$ cat src/rtl/cpu24_pkg.sv
// Shared constants, op encodings, FSM states and small helpers for the 24-bit datapath.
package cpu24_pkg;

    localparam int unsigned WIDTH = 24;
    localparam int unsigned ACC_W = 2 * WIDTH;
    localparam int unsigned CNT_W = $clog2(WIDTH);

    typedef enum logic [1:0] {
        OP_MULU = 2'b00,
        OP_MUL  = 2'b01,
        OP_DIVU = 2'b10,
        OP_DIV  = 2'b11
    } op_e;

    typedef enum logic [1:0] {
        IDLE = 2'b00,
        RUN  = 2'b01,
        FIX  = 2'b10,
        DONE = 2'b11
    } state_e;

    // Magnitude of a value, treating it as two's complement only when requested.
    function automatic logic [WIDTH-1:0] mag(input logic [WIDTH-1:0] v, input logic is_signed);
        return (is_signed && v[WIDTH-1]) ? WIDTH'(-v) : v;
    endfunction

endpackage

$ cat src/rtl/mul_div_unit_if.sv
// Operand/result bundle between the register file, the mul/div unit and write-back.
interface mul_div_unit_if;
    import cpu24_pkg::*;

    logic             Start;
    logic [1:0]       Op;
    logic [WIDTH-1:0] OperandA;
    logic [WIDTH-1:0] OperandB;
    logic             Busy;
    logic             Done;
    logic [WIDTH-1:0] ResultLo;
    logic [WIDTH-1:0] ResultHi;
    logic             DivByZero;

    modport master (
        output Start, Op, OperandA, OperandB,
        input  Busy, Done, ResultLo, ResultHi, DivByZero
    );

    modport slave (
        input  Start, Op, OperandA, OperandB,
        output Busy, Done, ResultLo, ResultHi, DivByZero
    );

endinterface

$ cat src/rtl/mul_div_step.sv
// One iteration of the unsigned shift-add multiply or restoring shift-subtract divide.
// Accumulator layout: multiply {partial_hi, multiplier_lo}; divide {remainder, dividend/quotient}.
module mul_div_step
    import cpu24_pkg::*;
(
    input  logic             i_is_div,
    input  logic [ACC_W-1:0] i_acc,
    input  logic [WIDTH-1:0] i_m,
    output logic [ACC_W-1:0] o_acc_c
);

    logic [WIDTH:0] w_sum;
    logic [WIDTH:0] w_rem_sh;
    logic [WIDTH:0] w_trial;

    assign w_sum    = {1'b0, i_acc[ACC_W-1:WIDTH]} + {1'b0, i_m};
    assign w_rem_sh = i_acc[ACC_W-1:WIDTH-1];
    assign w_trial  = w_rem_sh - {1'b0, i_m};

    // Select the next accumulator: restore on borrow for divide, add-if-lsb for multiply.
    always_comb begin
        o_acc_c = i_acc;
        if (i_is_div) begin
            if (!w_trial[WIDTH]) begin
                o_acc_c = {w_trial[WIDTH-1:0], i_acc[WIDTH-2:0], 1'b1};
            end else begin
                o_acc_c = {w_rem_sh[WIDTH-1:0], i_acc[WIDTH-2:0], 1'b0};
            end
        end else begin
            if (i_acc[0]) begin
                o_acc_c = {w_sum, i_acc[WIDTH-1:1]};
            end else begin
                o_acc_c = {1'b0, i_acc[ACC_W-1:1]};
            end
        end
    end

endmodule

$ cat src/rtl/mul_div_unit.sv
// Iterative 24-bit multiply/divide unit: magnitudes in, WIDTH iterations, sign fix-up, result hold.
module mul_div_unit
    import cpu24_pkg::*;
(
    input  logic           Clock,
    input  logic           Reset,
    mul_div_unit_if.slave  bus
);

    state_e           r_state;
    logic [CNT_W-1:0] r_count;
    logic             r_is_div;
    logic             r_sgn_q;
    logic             r_sgn_r;
    logic             r_b_zero;
    logic [WIDTH-1:0] r_m;
    logic [WIDTH-1:0] r_a_raw;
    logic [ACC_W-1:0] r_acc;
    logic             r_busy;
    logic             r_done;
    logic             r_dbz;
    logic [WIDTH-1:0] r_lo;
    logic [WIDTH-1:0] r_hi;

    logic             w_is_div;
    logic             w_signed;
    logic             w_sa;
    logic             w_sb;
    logic [WIDTH-1:0] w_mag_a;
    logic [WIDTH-1:0] w_mag_b;
    logic [ACC_W-1:0] w_acc_next;
    logic [ACC_W-1:0] w_prod_fix;
    logic [WIDTH-1:0] w_quo_fix;
    logic [WIDTH-1:0] w_rem_fix;

    assign w_is_div = (bus.Op == OP_DIVU) || (bus.Op == OP_DIV);
    assign w_signed = (bus.Op == OP_MUL)  || (bus.Op == OP_DIV);
    assign w_sa     = w_signed & bus.OperandA[WIDTH-1];
    assign w_sb     = w_signed & bus.OperandB[WIDTH-1];
    assign w_mag_a  = mag(bus.OperandA, w_signed);
    assign w_mag_b  = mag(bus.OperandB, w_signed);

    assign w_prod_fix = r_sgn_q ? ACC_W'(-r_acc) : r_acc;
    assign w_quo_fix  = r_sgn_q ? WIDTH'(-r_acc[WIDTH-1:0]) : r_acc[WIDTH-1:0];
    assign w_rem_fix  = r_sgn_r ? WIDTH'(-r_acc[ACC_W-1:WIDTH]) : r_acc[ACC_W-1:WIDTH];

    mul_div_step u_step (
        .i_is_div (r_is_div),
        .i_acc    (r_acc),
        .i_m      (r_m),
        .o_acc_c  (w_acc_next)
    );

    assign bus.Busy      = r_busy;
    assign bus.Done      = r_done;
    assign bus.ResultLo  = r_lo;
    assign bus.ResultHi  = r_hi;
    assign bus.DivByZero = r_dbz;

    // Control FSM, iteration counter and registered results.
    always_ff @(posedge Clock) begin
        if (Reset) begin
            r_state  <= IDLE;
            r_count  <= '0;
            r_is_div <= 1'b0;
            r_sgn_q  <= 1'b0;
            r_sgn_r  <= 1'b0;
            r_b_zero <= 1'b0;
            r_m      <= '0;
            r_a_raw  <= '0;
            r_acc    <= '0;
            r_busy   <= 1'b0;
            r_done   <= 1'b0;
            r_dbz    <= 1'b0;
            r_lo     <= '0;
            r_hi     <= '0;
        end else begin
            case (r_state)
                IDLE, DONE: begin
                    r_done <= 1'b0;
                    if (bus.Start) begin
                        r_is_div <= w_is_div;
                        r_sgn_q  <= w_sa ^ w_sb;
                        r_sgn_r  <= w_sa;
                        r_b_zero <= (bus.OperandB == '0);
                        r_a_raw  <= bus.OperandA;
                        r_m      <= w_is_div ? w_mag_b : w_mag_a;
                        r_acc    <= {{WIDTH{1'b0}}, (w_is_div ? w_mag_a : w_mag_b)};
                        r_count  <= '0;
                        r_busy   <= 1'b1;
                        r_state  <= RUN;
                    end else begin
                        r_state  <= IDLE;
                    end
                end
                RUN: begin
                    r_acc   <= w_acc_next;
                    r_count <= r_count + CNT_W'(1);
                    if (r_count == CNT_W'(WIDTH - 1)) begin
                        r_state <= FIX;
                    end
                end
                FIX: begin
                    if (r_is_div && r_b_zero) begin
                        r_lo  <= '1;
                        r_hi  <= r_a_raw;
                        r_dbz <= 1'b1;
                    end else if (r_is_div) begin
                        r_lo  <= w_quo_fix;
                        r_hi  <= w_rem_fix;
                        r_dbz <= 1'b0;
                    end else begin
                        r_lo  <= w_prod_fix[WIDTH-1:0];
                        r_hi  <= w_prod_fix[ACC_W-1:WIDTH];
                        r_dbz <= 1'b0;
                    end
                    r_busy  <= 1'b0;
                    r_done  <= 1'b1;
                    r_state <= DONE;
                end
                default: begin
                    r_state <= IDLE;
                end
            endcase
        end
    end

endmodule

$ cat src/flat_wrapper.sv
// flat-port wrapper written by rule: the top's interface ports become plain ports
module mul_div_unit_flat import cpu24_pkg::*;
  (Clock, Reset, bus_Start, bus_Op, bus_OperandA, bus_OperandB, bus_Busy, bus_Done, bus_ResultLo, bus_ResultHi, bus_DivByZero);
  mul_div_unit_if bus_i ();
  input  logic Clock;
  input  logic Reset;
  input wire logic [$bits(bus_i.Start)-1:0] bus_Start;
  input wire logic [$bits(bus_i.Op)-1:0] bus_Op;
  input wire logic [$bits(bus_i.OperandA)-1:0] bus_OperandA;
  input wire logic [$bits(bus_i.OperandB)-1:0] bus_OperandB;
  output wire logic [$bits(bus_i.Busy)-1:0] bus_Busy;
  output wire logic [$bits(bus_i.Done)-1:0] bus_Done;
  output wire logic [$bits(bus_i.ResultLo)-1:0] bus_ResultLo;
  output wire logic [$bits(bus_i.ResultHi)-1:0] bus_ResultHi;
  output wire logic [$bits(bus_i.DivByZero)-1:0] bus_DivByZero;
  assign bus_i.Start = bus_Start;
  assign bus_i.Op = bus_Op;
  assign bus_i.OperandA = bus_OperandA;
  assign bus_i.OperandB = bus_OperandB;
  assign bus_Busy = bus_i.Busy;
  assign bus_Done = bus_i.Done;
  assign bus_ResultLo = bus_i.ResultLo;
  assign bus_ResultHi = bus_i.ResultHi;
  assign bus_DivByZero = bus_i.DivByZero;
  mul_div_unit u_core (.Clock(Clock), .Reset(Reset), .bus(bus_i));
endmodule
$ cat config.mk
export PLATFORM = sky130hd
export DESIGN_NAME = mul_div_unit_flat
export DESIGN_NICKNAME = d
export VERILOG_FILES = /design/src/rtl/cpu24_pkg.sv /design/src/rtl/mul_div_unit_if.sv /design/src/rtl/mul_div_step.sv /design/src/rtl/mul_div_unit.sv /design/src/flat_wrapper.sv
export SDC_FILE = /design/constraint.sdc
export NUM_CORES = 1
export LEC_CHECK = 0
export CORE_ASPECT_RATIO = 0.7
export CORE_MARGIN = 8
export CORE_UTILIZATION = 45
export DETAILED_ROUTE_END_ITERATION = 8
export GPL_TIMING_DRIVEN = 0
export PLACE_DENSITY = 0.64
export SETUP_SLACK_MARGIN = 0.3
export SLEW_MARGIN = 25
export SYNTH_ARGS = -nofsm -noshare
export SYNTH_HDL_FRONTEND = slang
export SYNTH_SLANG_ARGS = --single-unit
$ cat constraint.sdc
create_clock -name Clock -period 3.7 [get_ports Clock]
set_input_delay 0.37 -clock Clock [delete_from_list [all_inputs] [get_ports Clock]]
set_output_delay 0.37 -clock Clock [all_outputs]
set_load 0.1 [all_outputs]
* Word-level counts from Yosys, hierarchy flattened
Index checks and enable logic that the tools add are counted.
Storage, ports and cells: register bits after elaboration 158, output and inout port bits 51, input bits 53
Operators by class: muxes and demuxes 25, $add $sub $neg 8, equality and inequality tests 9, bitwise gates (word level) 3, reductions and logical operators 13
Operators by type and width (count):
- 24-bit 2-to-1 mux | 10
- 48-bit 2-to-1 mux | 5
- 24-bit negator | 4
- 48-bit one-hot mux with 2 select lines | 1
- 48-bit negator | 1
- 24-bit by 24-bit adder with 25-bit output | 1
- 25-bit by 24-bit subtractor with 25-bit output | 1
- 24-bit logical NOT | 1
- 5-bit one-hot mux with 2 select lines | 1
- 2-bit equality test, second input constant | 4
- 2-bit one-hot mux with 3 select lines | 1
- 2-bit AND reduction | 3
- 5-bit by 1-bit adder with 5-bit output, second input constant | 1
- 5-bit equality test, second input constant | 1
- 5-bit 2-to-1 mux | 1
- 2-bit by 1-bit equality test with 1-bit output, second input constant | 2
- 1-bit one-hot mux with 2 select lines | 2
- 2-bit nonzero test | 2
- 1-bit logical AND | 3
- 1-bit 2-to-1 mux | 3
- 1-bit bitwise AND | 2
- 2-bit logical NOT | 1
- 1-bit logical OR | 2
- 2-bit 2-to-1 mux | 1
- 4 further kinds | 4

* Depth between registers and ports, before layout
depth after elaboration 7, gate-level depth with buffers 15

* Cells and area by module
From an unflattened synthesis, not the netlist that was laid out.
Unflattened totals: cells, all modules 1567, area total of the unflattened synthesis 12117.9 um^2
Modules (own cells, without submodules):
- mul_div_unit | cells an instance 1081, instances 1, sequential area each 3163.0 um^2, area an instance 8600.7 um^2
- mul_div_step | cells an instance 486, instances 1, sequential area each 0.0 um^2, area an instance 3517.1 um^2

* Worst setup path after synthesis
No wires, ideal clock.
path type register to register, start point register u_core.r_acc[23], end point register u_core.r_acc[42], path slack 564 ps, data required time 3567 ps, data arrival time 3002 ps, setup time 133 ps, path buffers 2, stages on the path, launching flop included 15, cells stage by stage dfxtp_1 > inv_1 > ha_1 > inv_1 > fa_1 > a211oi_1 > o21ai_0 > a31oi_1 > nor2_1 > o21ai_2 > xnor2_1 > buf_2 > buf_2 > mux2i_1 > o221ai_1
On the way: word-level cells in the longest chain between the ends 4
Ends and longest elaborated chain:
- start: declaration | RTL line mul_div_unit.sv:18 | logic [ACC_W-1:0] r_acc;
- start signal: assignment | RTL line mul_div_unit.sv:88 | r_acc <= {{WIDTH{1'b0}}, (w_is_div ? w_mag_a : w_mag_b)};
- start signal: assignment | RTL line mul_div_unit.sv:97 | r_acc <= w_acc_next;
- 25-bit by 24-bit subtractor with 25-bit output | RTL line mul_div_step.sv:18 | assign w_trial = w_rem_sh - {1'b0, i_m};
- 48-bit 2-to-1 mux | RTL line mul_div_step.sv:24 | if (!w_trial[WIDTH]) begin
- 48-bit 2-to-1 mux | RTL line mul_div_step.sv:23 | if (i_is_div) begin
- 48-bit one-hot mux with 2 select lines | RTL line mul_div_unit.sv:78 | case (r_state)
Every way passes these cells. A chain may end at the register's enable or synchronous reset.

* Worst setup path after layout
start point register u_core.r_acc[0], end point register u_core.r_hi[10] (netlist: u_core.bus.ResultHi[10])
On the way: word-level cells in the longest chain between the ends 4
Ends and longest elaborated chain:
- 48-bit negator | RTL line mul_div_unit.sv:43 | assign w_prod_fix = r_sgn_q ? ACC_W'(-r_acc) : r_acc;
- 48-bit 2-to-1 mux | RTL line mul_div_unit.sv:43
- 24-bit 2-to-1 mux | RTL line mul_div_unit.sv:108 | end else if (r_is_div) begin
- 24-bit 2-to-1 mux | RTL line mul_div_unit.sv:104 | if (r_is_div && r_b_zero) begin
- end signal: assignment | RTL line mul_div_unit.sv:106 | r_hi <= r_a_raw;
- end signal: assignment | RTL line mul_div_unit.sv:110 | r_hi <= w_rem_fix;
- end signal: assignment | RTL line mul_div_unit.sv:114 | r_hi <= w_prod_fix[ACC_W-1:WIDTH];
- end: declaration | RTL line mul_div_unit.sv:23 | logic [WIDTH-1:0] r_hi;
Every way passes these cells.

==> run summary <==
Yosys cell types: 77
Share of layout cells above drive strength 1: 0.0659
Placed cell count: 2083
Hold path depth: 2
Nets@finish: 1858
Final clock skew: 17.6 ps
GR Util All Layers: 0.300
WHS: 458 ps
Seq cells post-synth: 158
Clock share of power: 0.171
Psw: 5.76 mW
Top cells by area, synth: dfxtp_1 27%, nand2_1 6.9%, xnor2_1 6.2%
Critical Path Slowest Stage Cell: or3_4
Final Hold Fails: 0
Worst-path fanout max: 10
Via/cell ratio: 6.14
DIE HEIGHT: 152 um
Io pins: 104
Post-Syn Area per Cell: 7.38 um^2
Count of warnings emitted by yosys: 0
Slew @ Worst Pin: 1060 ps
Cts hold-fix bufs: 0
Place WS: -645 ps
Max-cap violations: 0
Worst endpoint required time: 4020 ps
Slew Limit Headroom: 0.292
Top cell type's share of synthesized area: 0.265
Drt drc: 0
Cell taking the most area after synthesis: dfxtp_1
Final Slew Violations: 0
Minimum clock period: 3380 ps
Pin count of the biggest net entering global routing: 17
Pwr Density: 771 nW/um^2
Critical Path End Type: register
Clock tree root driver cell: clkbuf_16
Commonest cells post-synth: 220 x nand2_1, 176 x nor2_1, 158 x dfxtp_1
Reg clk slew, reported paths: 70 ps
Crit Path Class: register to register
Critical path's largest stage delay: 510 ps
Die width: 211 um
Worst vdd ir: 352 uV
Core ar.: 26400 um^2
Vias after detailed routing: 13037
Row count: 50
Outcome: completed
Ys flop type: dfxtp_1
Post-Layout Cell Count: 2124
Total CTS buffers: 17
First-pass GRT wire length: 73900 um
IO buf count: 103
Initial antenna violation count: 1
Post-synth ARST share: 0
Hold crit path type: register to register
Worst path cell trace: clkbuf_2, clkinv_4, buf_4, ha_2, nand4_1, or3_4, o21ai_2, a22oi_1, xnor2_1, a21oi_1, mux2i_1, nor2_1
Pint: 5.21 mW
TritonRoute pass-1 iters: 8
Clock Sinks: 158
Worst Reg2Reg Path Length in Cells: 12
Routed len/inst: 23.4 um
Most numerous cell in the Yosys netlist: nand2_1
CP arrival: 3700 ps
FMAX: 0.296 GHz
RSZ-0062 raised after global routing: no
Clock buffer depth: 2
Final period utilization: 0.912
Number of enable flip-flop cells after synthesis: 0
FILL cells: 2620
CTS tree: yes
Combinational power share: 0.597
# setup viols final: 0
Syn Std Cell Area: 11900 um^2
Clk_lat worst skew: 450 ps
Leak: 5.25 nW
Area grow syn2layout: 19.4%
Reg power frac: 0.232
Initial Utilization: 0.452
Final setup TNS: 0 ps
Switching Fraction: 0.525
DRT iter0 DRCs: 1734
DIE AREA: 32000 um^2
Gpl congestion: 1.00
Sequential element share of the synthesized area: 0.265
Worst setup margin: 324 ps
Post-Syn Instances: 1616
Post-DP HPWL: 39900 um
H-tree depth: 4
Total grt overflow: 0
N_diodes: 0
Synth Net Count: 1727
Setup crit start kind: register
Number of global-route vias before repair: 11812
WL final: 49700 um
DRT antenna net count: 0
==> per-layer routing <==
| layer | wire length (um) | vias up | GRT usage | share of wire |
|---|---|---|---|---|
| met5 | 17 | - | 0 | 0.00034 |
| met4 | 1320 | 2 | 0.0894 | 0.027 |
| met3 | 6480 | 80 | 0.0954 | 0.13 |
| met2 | 18100 | 797 | 0.379 | 0.36 |
| met1 | 23800 | 6099 | 0.463 | 0.48 |
| li1 | - | 6059 | - | - |
==> registers in the layout, summed over array words and instances, names as in the netlist <==
register              flops
u_core.r_is_div           1
u_core.bus.Busy           1
u_core.r_count            5
u_core.r_sgn_q            1
u_core.bus.ResultLo      24
u_core.r_state            2
u_core.bus.Done           1
u_core.bus.ResultHi      24
u_core.r_m               24
u_core.r_acc             48
u_core.r_sgn_r            1
u_core.r_b_zero           1
u_core.bus.DivByZero      1
u_core.r_a_raw           24
==> path summary, 6_finish.rpt <==
| kind | start | end | slack, ps |
|---|---|---|---|
| worst min register to register | u_core.r_a_raw[20] | u_core.r_a_raw[20] | 460 |
| worst min-delay path | u_core.r_a_raw[20] | u_core.r_a_raw[20] | 460 |
| worst max register to register | u_core.r_acc[0] | u_core.bus.ResultHi[10] | 320 |
| worst max-delay path | u_core.r_acc[0] | u_core.bus.ResultHi[10] | 320 |
==> critical path: cells and delay by family (launching register included) <==
| family | cells | cell delay, ps |
|---|---|---|
| xor+xnor | 1 | 350 |
| flops | 1 | 300 |
| compound gates | 3 | 650 |
| buf+inv | 3 | 680 |
| mux | 1 | 170 |
| simple gates | 3 | 820 |
| fa+ha+maj | 1 | 280 |
==> power by group through the flow <==
| stage | combinational, mW | sequential, mW | clock, mW |
|---|---|---|---|
| finish | 6.55 | 2.54 | 1.88 |
| global route | 6.92 | 2.58 | 1.95 |
| CTS | 6.30 | 2.52 | 1.89 |
| detailed placement | 6.18 | 2.56 | 0 |
| global placement | 6.15 | 2.55 | 0 |
| floorplan | 3.22 | 3.68 | 0 |
==> metrics by stage <==
stage / cell area [um^2] / power (mW) / util
3_3_place_gp: 13400 / 8.70 / 0.508
2_1_floorplan: 11900 / 6.90 / -
5_1_grt: 14200 / 11.5 / 0.539
3_5_place_dp: 13400 / 8.74 / 0.508
6_report: 14200 / 11.0 / 0.539
4_1_cts: 14100 / 10.7 / 0.535
==> cell families (layout without fill, tap and decap cells) <==
group / Yosys count / after routing / share of synthesized area
AO/OA/AOI/OAI: 484 / 484 / 0.265
adder cells (fa/ha/maj): 58 / 58 / 0.0621
AND/OR/NAND/NOR: 562 / 562 / 0.213
multiplexers: 52 / 52 / 0.0449
flip-flops: 158 / 158 / 0.265
buffers and inverters: 175 / 319 / 0.0562
XOR/XNOR: 127 / 127 / 0.0939
==> repair_timing <==
action                                 4_1_cts  5_1_grt
setup buffers                                5        3
resized for setup                           22       24
endpoints found under the hold margin        0        0
pin swaps                                    2        4
setup endpoints to repair                   40       41
gates cloned                                 1        0
==> layout by cell type, fill, tap and decap left out, types with 42 or more instances in the layout <==
master / Yosys / routed
nand2_1: 220 / 220
a211oi_1: 60 / 59
xnor2_1: 84 / 83
nor2_1: 176 / 174
inv_1: 62 / 60
ha_1: 56 / 55
dfxtp_1: 158 / 155
xor2_1: 42 / 42
a21oi_1: 142 / 140
o21ai_0: 84 / 82
clkdlybuf4s50_1: 0 / 103
clkbuf_1: 96 / 93
==> final cells by class <==
| type | instances | area [um^2] | share of cell area |
|---|---|---|---|
| multi-input combinational | 1283 | 8200 | 0.576 |
| tap | 364 | 455 | 0.0320 |
| sequential | 158 | 3170 | 0.223 |
| clock buffer | 18 | 439 | 0.0309 |
| buffer | 110 | 448 | 0.0315 |
| inverter | 65 | 253 | 0.0178 |
| clock inverter | 14 | 169 | 0.0119 |
| timing repair buffer | 112 | 1100 | 0.0770 |
Power figures use the tool's default switching activity.
